`src/rtl/pipe_word_serializer_if.sv`:
```
// ---------------------------------------------------------------------------
// pipe_word_serializer_if
// Bundles the two handshakes of the word serializer.
//   enq side : enq__ENA / enq_v go in, enq__RDY comes back
//   out side : out__ENA / out_v / out_last go out, out__RDY comes back
// Modports:
//   master : the surrounding system (drives enq, consumes words)
//   slave  : the serializer itself
// ---------------------------------------------------------------------------
interface pipe_word_serializer_if #(
    parameter int WIDTH = 96,
    parameter int WORD  = 32
);
    logic             enq__ENA;
    logic [WIDTH-1:0] enq_v;
    logic             enq__RDY;
    logic             out__ENA;
    logic [WORD-1:0]  out_v;
    logic             out_last;
    logic             out__RDY;

    modport master (
        output enq__ENA, enq_v, out__RDY,
        input  enq__RDY, out__ENA, out_v, out_last
    );

    modport slave (
        input  enq__ENA, enq_v, out__RDY,
        output enq__RDY, out__ENA, out_v, out_last
    );
endinterface

```
`src/rtl/pipe_word_serializer.sv`:
```
// ---------------------------------------------------------------------------
// pipe_word_serializer
// Accepts whole WIDTH-bit messages, buffers up to DEPTH of them, and emits
// each one as WORD-bit words. Only the number of words named by the header
// length field (bits [15:0]) is sent; bad lengths are clamped and flagged.
// Ports:
//   CLK, nRST  : clock (rising edge), asynchronous active-low reset
//   bus        : enq and out handshakes (slave modport)
//   msg_count  : messages fully sent, wraps modulo 2^16
//   len_err    : sticky, set when a loaded header has N=0 or N>BEATS
// ---------------------------------------------------------------------------
module pipe_word_serializer #(
    parameter int WIDTH = 96,
    parameter int WORD  = 32,
    parameter int DEPTH = 2
) (
    input  logic                  CLK,
    input  logic                  nRST,
    pipe_word_serializer_if.slave bus,
    output logic [15:0]           msg_count,
    output logic                  len_err
);
    localparam int BEATS = WIDTH / WORD;
    localparam int BW    = (BEATS > 1) ? $clog2(BEATS) : 1;
    localparam int NW    = $clog2(BEATS + 1);
    localparam int AW    = $clog2(DEPTH);
    localparam int PW    = AW + 1;

    typedef enum logic {IDLE, SEND} state_t;

    state_t            state_q, state_d;
    logic [WIDTH-1:0]  shiftReg_q, shiftReg_d;
    logic [BW-1:0]     beat_q, beat_d;
    logic [NW-1:0]     neff_q, neff_d;
    logic [15:0]       msgCount_q, msgCount_d;
    logic              lenErr_q, lenErr_d;
    logic [PW-1:0]     wrPtr_q, rdPtr_q;
    logic [WIDTH-1:0]  fifoMem [DEPTH];

    logic [PW-1:0]     occupancy;
    logic              full, empty, enqAccept;
    logic [WIDTH-1:0]  headMsg;
    logic [15:0]       headLen;
    logic [NW-1:0]     headNeff;
    logic              headBad;
    logic              sending, lastBeat, xfer, lastXfer, load;

    // Pointers carry one extra bit so full and empty are distinguishable.
    assign occupancy = wrPtr_q - rdPtr_q;
    assign full      = (occupancy == PW'(DEPTH));
    assign empty     = (occupancy == '0);
    assign enqAccept = bus.enq__ENA & ~full;
    assign headMsg   = fifoMem[rdPtr_q[AW-1:0]];
    assign headLen   = headMsg[15:0];

    assign sending   = (state_q == SEND);
    assign lastBeat  = sending && ((NW'(beat_q) + NW'(1)) == neff_q);
    assign xfer      = sending & bus.out__RDY;
    assign lastXfer  = xfer & lastBeat;
    // The head is popped whenever the shift register is free or about to be.
    assign load      = ~empty & (~sending | lastXfer);

    assign bus.enq__RDY = ~full;
    assign bus.out__ENA = sending;
    assign bus.out_v    = sending ? shiftReg_q[WORD-1:0] : '0;
    assign bus.out_last = lastBeat;
    assign msg_count    = msgCount_q;
    assign len_err      = lenErr_q;

    // Clamp the header length into 1..BEATS and note whether clamping happened.
    always_comb begin
        headNeff = NW'(headLen);
        headBad  = 1'b0;
        if (headLen == 16'd0) begin
            headNeff = NW'(1);
            headBad  = 1'b1;
        end else if (headLen > 16'(BEATS)) begin
            headNeff = NW'(BEATS);
            headBad  = 1'b1;
        end
    end

    // Message storage; contents need no reset because pointers gate validity.
    always_ff @(posedge CLK) begin
        if (enqAccept) begin
            fifoMem[wrPtr_q[AW-1:0]] <= bus.enq_v;
        end
    end

    // FIFO pointers advance on accepted writes and on loads into the shifter.
    always_ff @(posedge CLK or negedge nRST) begin
        if (!nRST) begin
            wrPtr_q <= '0;
            rdPtr_q <= '0;
        end else begin
            if (enqAccept) begin
                wrPtr_q <= wrPtr_q + PW'(1);
            end
            if (load) begin
                rdPtr_q <= rdPtr_q + PW'(1);
            end
        end
    end

    // Next-state logic: a transfer shifts the next word down, the final
    // transfer counts the message and either reloads or returns to IDLE.
    always_comb begin
        state_d    = state_q;
        shiftReg_d = shiftReg_q;
        beat_d     = beat_q;
        neff_d     = neff_q;
        msgCount_d = msgCount_q;
        lenErr_d   = lenErr_q;
        case (state_q)
            IDLE: begin
                if (load) begin
                    state_d = SEND;
                end
            end
            SEND: begin
                if (xfer) begin
                    shiftReg_d = shiftReg_q >> WORD;
                    beat_d     = beat_q + BW'(1);
                end
                if (lastXfer) begin
                    msgCount_d = msgCount_q + 16'd1;
                    if (!load) begin
                        state_d = IDLE;
                    end
                end
            end
            default: state_d = IDLE;
        endcase
        if (load) begin
            shiftReg_d = headMsg;
            beat_d     = '0;
            neff_d     = headNeff;
            lenErr_d   = lenErr_q | headBad;
        end
    end

    // State register for the sender.
    always_ff @(posedge CLK or negedge nRST) begin
        if (!nRST) begin
            state_q    <= IDLE;
            shiftReg_q <= '0;
            beat_q     <= '0;
            neff_q     <= '0;
            msgCount_q <= '0;
            lenErr_q   <= 1'b0;
        end else begin
            state_q    <= state_d;
            shiftReg_q <= shiftReg_d;
            beat_q     <= beat_d;
            neff_q     <= neff_d;
            msgCount_q <= msgCount_d;
            lenErr_q   <= lenErr_d;
        end
    end
endmodule

```
`src/flat_wrapper.sv`:
```
// flat-port wrapper written by rule: the top's interface ports become plain ports
module pipe_word_serializer_flat 
#(
    parameter int WIDTH = 96,
    parameter int WORD  = 32,
    parameter int DEPTH = 2
)
  (CLK, nRST, msg_count, len_err, bus_enq__ENA, bus_enq_v, bus_out__RDY, bus_enq__RDY, bus_out__ENA, bus_out_v, bus_out_last);
  pipe_word_serializer_if #(.WIDTH(WIDTH), .WORD(WORD)) bus_i ();
  input  logic CLK;
  input  logic nRST;
  output logic [15:0] msg_count;
  output logic len_err;
  input wire logic [$bits(bus_i.enq__ENA)-1:0] bus_enq__ENA;
  input wire logic [$bits(bus_i.enq_v)-1:0] bus_enq_v;
  input wire logic [$bits(bus_i.out__RDY)-1:0] bus_out__RDY;
  output wire logic [$bits(bus_i.enq__RDY)-1:0] bus_enq__RDY;
  output wire logic [$bits(bus_i.out__ENA)-1:0] bus_out__ENA;
  output wire logic [$bits(bus_i.out_v)-1:0] bus_out_v;
  output wire logic [$bits(bus_i.out_last)-1:0] bus_out_last;
  assign bus_i.enq__ENA = bus_enq__ENA;
  assign bus_i.enq_v = bus_enq_v;
  assign bus_i.out__RDY = bus_out__RDY;
  assign bus_enq__RDY = bus_i.enq__RDY;
  assign bus_out__ENA = bus_i.out__ENA;
  assign bus_out_v = bus_i.out_v;
  assign bus_out_last = bus_i.out_last;
  pipe_word_serializer #(.WIDTH(WIDTH), .WORD(WORD), .DEPTH(DEPTH)) u_core (.CLK(CLK), .nRST(nRST), .bus(bus_i), .msg_count(msg_count), .len_err(len_err));
endmodule
```
`config.mk`:
```
export PLATFORM = sky130hd
export DESIGN_NAME = pipe_word_serializer_flat
export DESIGN_NICKNAME = d
export VERILOG_FILES = /design/src/rtl/pipe_word_serializer_if.sv /design/src/rtl/pipe_word_serializer.sv /design/src/flat_wrapper.sv
export SDC_FILE = /design/constraint.sdc
export NUM_CORES = 1
export LEC_CHECK = 0
export CAP_MARGIN = 20
export CORE_ASPECT_RATIO = 1.25
export CORE_MARGIN = 5
export CORE_UTILIZATION = 57
export CTS_CLUSTER_SIZE = 30
export DETAILED_ROUTE_END_ITERATION = 8
export GPL_ROUTABILITY_DRIVEN = 0
export PLACE_DENSITY = 0.81
export SLEW_MARGIN = 10
export SYNTH_ARGS = -nofsm -noshare
export SYNTH_HDL_FRONTEND = slang
export SYNTH_SLANG_ARGS = --single-unit
```
`constraint.sdc`:
```
create_clock -name CLK -period 6 [get_ports CLK]
set_input_delay 0.6 -clock CLK [delete_from_list [all_inputs] [get_ports CLK]]
set_output_delay 0.6 -clock CLK [all_outputs]
set_load 0.05 [all_outputs]
```
Word-level counts from Yosys, hierarchy flattened:

Memories as Yosys holds them, arrays and structs flattened.
Index checks and enable logic that the tools add are counted.

* flip-flop bits (word level): 122
* memory bits (writable): 192
* output and inout bits: 52
* logic and storage cells: 49
* memories kept: 1

* $add $sub $neg: 5
* order comparisons: 1
* equal/unequal tests: 2
* muxes and demuxes: 16
* bitwise operators: 9
* reductions and logical operators: 7

Memory list
* u_core.fifoMem: depth 2, width 96, rd ports 1, clocked after memory_dff 0, write ports 1, RTL line pipe_word_serializer.sv:38 `logic [WIDTH-1:0] fifoMem [DEPTH];`

Operators with widths (count)
* $mux 96: 3
* $mux 32: 1
* $add 16x1->16 const B: 1
* $gt 16x2->1 const B: 1
* $logic_not 16->1: 1
* $mux 2: 5
* $add 2x1->2 const B: 3
* $mux 1: 6
* $and 1x1->1: 4
* $reduce_and 2->1: 2
* $reduce_bool 2->1: 2
* $not 1->1: 3
* $eq 2x2->1: 1
* $eq 2x2->1 const B: 1
* $logic_not 2->1: 1
* $or 1x1->1: 2
* $pmux 1 s2: 1
* $sub 2x2->2: 1
* $logic_and 1x1->1: 1

Longest topological paths before layout:

* depth after elaboration: 9
* mapped depth: 9

Worst setup path before layout:

Ideal clock, no wire load.

* path type: flip-flop to flip-flop
* start: register u_core.rdPtr_q[0]
* end: memory u_core.fifoMem[0][0] (enable)
* library setup time: 552 ps
* arrival time: 5180 ps
* path slack: 268 ps
* cell stages (with the launch flop): 6
* path buffers: 1
* cells stage by stage: dfrtp_1 buf_6 xnor2_1 nand2_1 nand2_1 nor2_1

* cells in the longest elaborated chain, start to end: 6

Ends and longest elaborated chain
* start, declared: RTL line pipe_word_serializer.sv:37 `logic [PW-1:0] wrPtr_q, rdPtr_q;`
* start signal, assigned: RTL line pipe_word_serializer.sv:100 `rdPtr_q <= rdPtr_q + PW'(1);`
* $sub 2x2->2: RTL line pipe_word_serializer.sv:49 `assign occupancy = wrPtr_q - rdPtr_q;`
* $eq 2x2->1: RTL line pipe_word_serializer.sv:50 `assign full = (occupancy == PW'(DEPTH));`
* $not 1->1
* via bus_enq__RDY: RTL line flat_wrapper.sv:17 `output wire logic [$bits(bus_i.enq__RDY)-1:0] bus_enq__RDY;`
* $and 1x1->1: RTL line pipe_word_serializer.sv:52 `assign enqAccept = bus.enq__ENA & ~full;`
* $mux 1: RTL line pipe_word_serializer.sv:85 `if (enqAccept) begin`
* $mux 1 (not written as such): RTL line pipe_word_serializer.sv:86 `fifoMem[wrPtr_q[AW-1:0]] <= bus.enq_v;`
* end, declared: RTL line pipe_word_serializer.sv:38

The timed path passes the listed nets, and every way through them passes these cells.

Final worst setup path:

* start: register u_core.state_q (netlist: u_core.bus.out__ENA)
* end: output bus_out_last

* cells in the longest elaborated chain, start to end: 1

Ends and longest elaborated chain
* start, declared: RTL line pipe_word_serializer.sv:31 `state_t state_q, state_d;`
* start signal, assigned: RTL line pipe_word_serializer.sv:152 `state_q <= state_d;`
* $logic_and 1x1->1: RTL line pipe_word_serializer.sv:57 `assign lastBeat = sending && ((NW'(beat_q) + NW'(1)) == neff_q);`
* end, declared: RTL line flat_wrapper.sv:20 `output wire logic [$bits(bus_i.out_last)-1:0] bus_out_last;`

Every way passes these cells.

==> flow_summary.rst <==
.. list-table::
   :header-rows: 1

   * - Metric
     - Value
   * - Status
     - completed
   * - Antenna violations before repair
     - 1
   * - Data required time of the critical path
     - ~5400 ps
   * - Kind of end point of the critical path
     - output pin
   * - Synthesis-stage register bit count
     - about 310
   * - Average routed wire per standard cell
     - 20.0 um
   * - Number of buffers inserted by post-CTS setup repair
     - 0
   * - Setup TNS after final layout
     - 0 ps
   * - Yosys top cell by area
     - sky130_fd_sc_hd__edfxtp_1
   * - I/O Buffers
     - 151
   * - Multiplexer share of the synthesized area
     - 0.0862
   * - IR drop worst, VDD
     - 377 uV
   * - Sequential element share of the synthesized area
     - 0.634
   * - Maximum clock path buffer count
     - 3
   * - Data arrival time at the worst-slack endpoint
     - 3450 ps
   * - Final worst path period share
     - 0.674
   * - Worst Hold Class
     - input port to async pin
   * - Post-synthesis share of cell area spent on full adders, half adders and majority gates
     - 0.000899
   * - Remaining Overflow, GRT
     - 0
   * - TritonCTS clock tree
     - done
   * - Detail Route Antenna Nets
     - 0
   * - Count of cell types in the netlist
     - 42
   * - Met3 usage in global routing
     - 0.0354
   * - HPWL Detailed
     - a little over 20 mm
   * - Power density of the placed cells
     - 545 nW/um^2
   * - Hold bufs inserted after CTS
     - 0
   * - Unrepaired setup endpoints after global routing
     - false
   * - Number of DRC violations after detailed-routing iteration 0
     - 1,046
   * - Number of instances in the synthesized netlist
     - 1,131
   * - Tmin final
     - a little over 4000 ps
   * - Critical Path Start Type
     - flip-flop
   * - Complex-gate fraction of the synthesized area
     - 0.135
   * - Layout Utilization
     - 0.686
   * - Vias in the first global route
     - 9,671
   * - Main combinational cell family by area after synthesis
     - compound AO/OA/AOI/OAI gates
   * - Worst-Skew Late Latency
     - 560 ps
   * - Post-Synth Simple-Gate Area
     - 0.0883
   * - Area contributors post-synth
     - sky130_fd_sc_hd__edfxtp_1, sky130_fd_sc_hd__dfrtp_1, sky130_fd_sc_hd__mux2i_1
   * - Die extent in x
     - between 100 and 150 um
   * - Setup Viol. Count Final
     - 0
   * - First-pass GRT wire length
     - 51.1 mm
   * - Fraction of registers with async set/reset
     - 0.389
   * - Final WL
     - 32.1 mm
   * - Total count of hold-check failures in the final report
     - 0
   * - Number of clock sinks
     - 314
   * - Worst slack on hold paths
     - 198 ps
   * - Commonest cells post-synth
     - sky130_fd_sc_hd__edfxtp_1, sky130_fd_sc_hd__dfrtp_1, sky130_fd_sc_hd__nand2_1
   * - Buffer type at the clock tree root
     - sky130_fd_sc_hd__clkbuf_16
   * - Met1 demand-to-capacity share in global routing
     - 0.320
   * - Highest attainable clock frequency
     - 247 MHz
   * - Fraction of post-synthesis cell area in the top cell type by area
     - 0.414
   * - DRC violations left
     - 0
   * - # Max-Cap Violations
     - 0
   * - Met2 capacity usage during global routing
     - 0.382
   * - Transition time at the pin with the least slew margin
     - 979 ps
   * - Average cell area after synthesis
     - 12.3 sq um
   * - Fraction of final layout cells sized beyond drive strength 1
     - 0.0970
   * - IO Pins
     - 152
   * - Largest net degree at the start of global routing
     - 100
   * - Design Power
     - 9.07 mW
   * - Area added between synthesis and finish
     - 19.6%
   * - Crit path max fanout
     - 55
   * - Synthesized net count
     - 1,232
   * - Filler instances
     - 1,686
   * - Number of synthesized flops with an enable pin
     - 192
   * - Initial core utilization
     - 0.573
   * - Depth of the CTS H-tree
     - 1
   * - XOR/XNOR Fraction of Synth Area
     - 0.0138
   * - Pins over their slew limit
     - 0
   * - Most utilized layer in the global route result
     - met2
   * - Number of cell rows
     - 64
   * - Yosys synthesis warning count
     - 0
   * - Primary flip-flop cell chosen by synthesis mapping
     - sky130_fd_sc_hd__edfxtp_1
   * - Number of gates resized after CTS
     - 0
   * - Cts bufs inserted
     - 30
   * - Max transition margin
     - 0.333
   * - Vias
     - between 9,000 and 10,000
   * - Synthesized cell area
     - 13,900 sq um
   * - Static leakage power
     - approximately 6.2 nW
   * - Most common cell in the synthesized netlist
     - sky130_fd_sc_hd__edfxtp_1
   * - DIE AREA
     - about 28,000 sq um
   * - Final net count
     - 1,345
   * - Via-per-instance ratio
     - 6.02
   * - Clock skew
     - 16.7 ps
   * - Worst setup path class
     - flip-flop to output pin
   * - Number of iterations in the first detailed-routing pass
     - 5
   * - All-Layer GR Usage
     - 0.230
   * - Die Ht
     - 185 um
   * - Core footprint
     - 24,300 sq um
   * - Clock-pin slew on the worst setup and hold paths
     - 70 ps
-- stage by stage --
stage / std cells / worst slack [ps] / instance area, sq um
5_1_grt: 1599 / 1910 / 16600
3_5_place_dp: 1541 / 2600 / 15600
3_3_place_gp: 1541 / 2630 / 15600
4_1_cts: 1597 / 2040 / 16600
2_1_floorplan: 1131 / 268 / 13900
6_report: 1599 / 1950 / 16600
-- sequential cells by signal, indices dropped and copies added (netlist names) --
signal and cells:
u_core.beat_q 2, u_core.bus.out__ENA 1, u_core.fifoMem 192, u_core.len_err 1
u_core.msg_count 16, u_core.neff_q 2, u_core.rdPtr_q 2, u_core.shiftReg_q 96
u_core.wrPtr_q 2
-- layout by cell type, fill, tap and decap left out, types with 64 or more instances in the layout --
master,n
sky130_fd_sc_hd__o211ai_1,80
sky130_fd_sc_hd__nor2_1,72
sky130_fd_sc_hd__edfxtp_1,192
sky130_fd_sc_hd__clkdlybuf4s50_1,149
sky130_fd_sc_hd__dfrtp_1,120
sky130_fd_sc_hd__nand2_1,107
sky130_fd_sc_hd__mux2i_1,66
sky130_fd_sc_hd__a22oi_1,64
-- where the power goes --
part	switching [mW]	internal, mW
combinational	2.37	1.30
clock	0.789	1.18
sequential	0.381	3.04
-- final cells by class --
cell class	instances	area (sq um)	share of cell area
inverters	48	180	0.0108
clock buffers	43	872	0.0524
multi-input cells	685	4560	0.274
flip-flops and latches	314	8820	0.530
repair buffers	165	1630	0.0978
diodes	1	2.50	0.000150
clock inverters	13	173	0.0104
well taps	330	413	0.0248
-- path summary, 6_finish.rpt --
check / slack, ps / endpoint / cells after the start / startpoint
setup / recovery: 1950 / bus_out_last / 3 / u_core.bus.out__ENA$_DFF_PN0_
hold / removal: 200 / u_core.shiftReg_q[6]$_DFFE_PN0P_ / 1 / nRST
setup reg to reg: 2440 / u_core.shiftReg_q[29]$_DFFE_PN0P_ / 7 / u_core.bus.out__ENA$_DFF_PN0_
hold reg to reg: 470 / u_core.len_err$_DFFE_PN0P_ / 1 / u_core.len_err$_DFFE_PN0P_
max in group asynchronous: 4520 / u_core.rdPtr_q[0]$_DFFE_PN0P_ / 2 / nRST
min in group CLK: 470 / u_core.len_err$_DFFE_PN0P_ / 1 / u_core.len_err$_DFFE_PN0P_
-- logic make-up after synthesis --
kind of cell / Yosys count
flip-flops: 314
adder cells (fa/ha/maj): 1
buffers and inverters: 132
XOR/XNOR: 22
AO/OA/AOI/OAI: 282
AND/OR/NAND/NOR: 266
multiplexers: 114
-- per-layer routing --
layer	part of all wire	routed length [um]	vias to the layer above
met5	0	0	-
met4	0.025	794	0
met3	0.077	2460	49
met2	0.48	15500	441
met1	0.41	13300	4712
li1	-	-	4418
-- worst max-delay path, cell delays in order, from the launching register on --
cell                              delay, ps
sky130_fd_sc_hd__dfrtp_2                980
sky130_fd_sc_hd__inv_2                  600
sky130_fd_sc_hd__a21oi_1                410
sky130_fd_sc_hd__clkdlybuf4s50_1        870
Note: power is estimated with default switching activity, not from simulation.
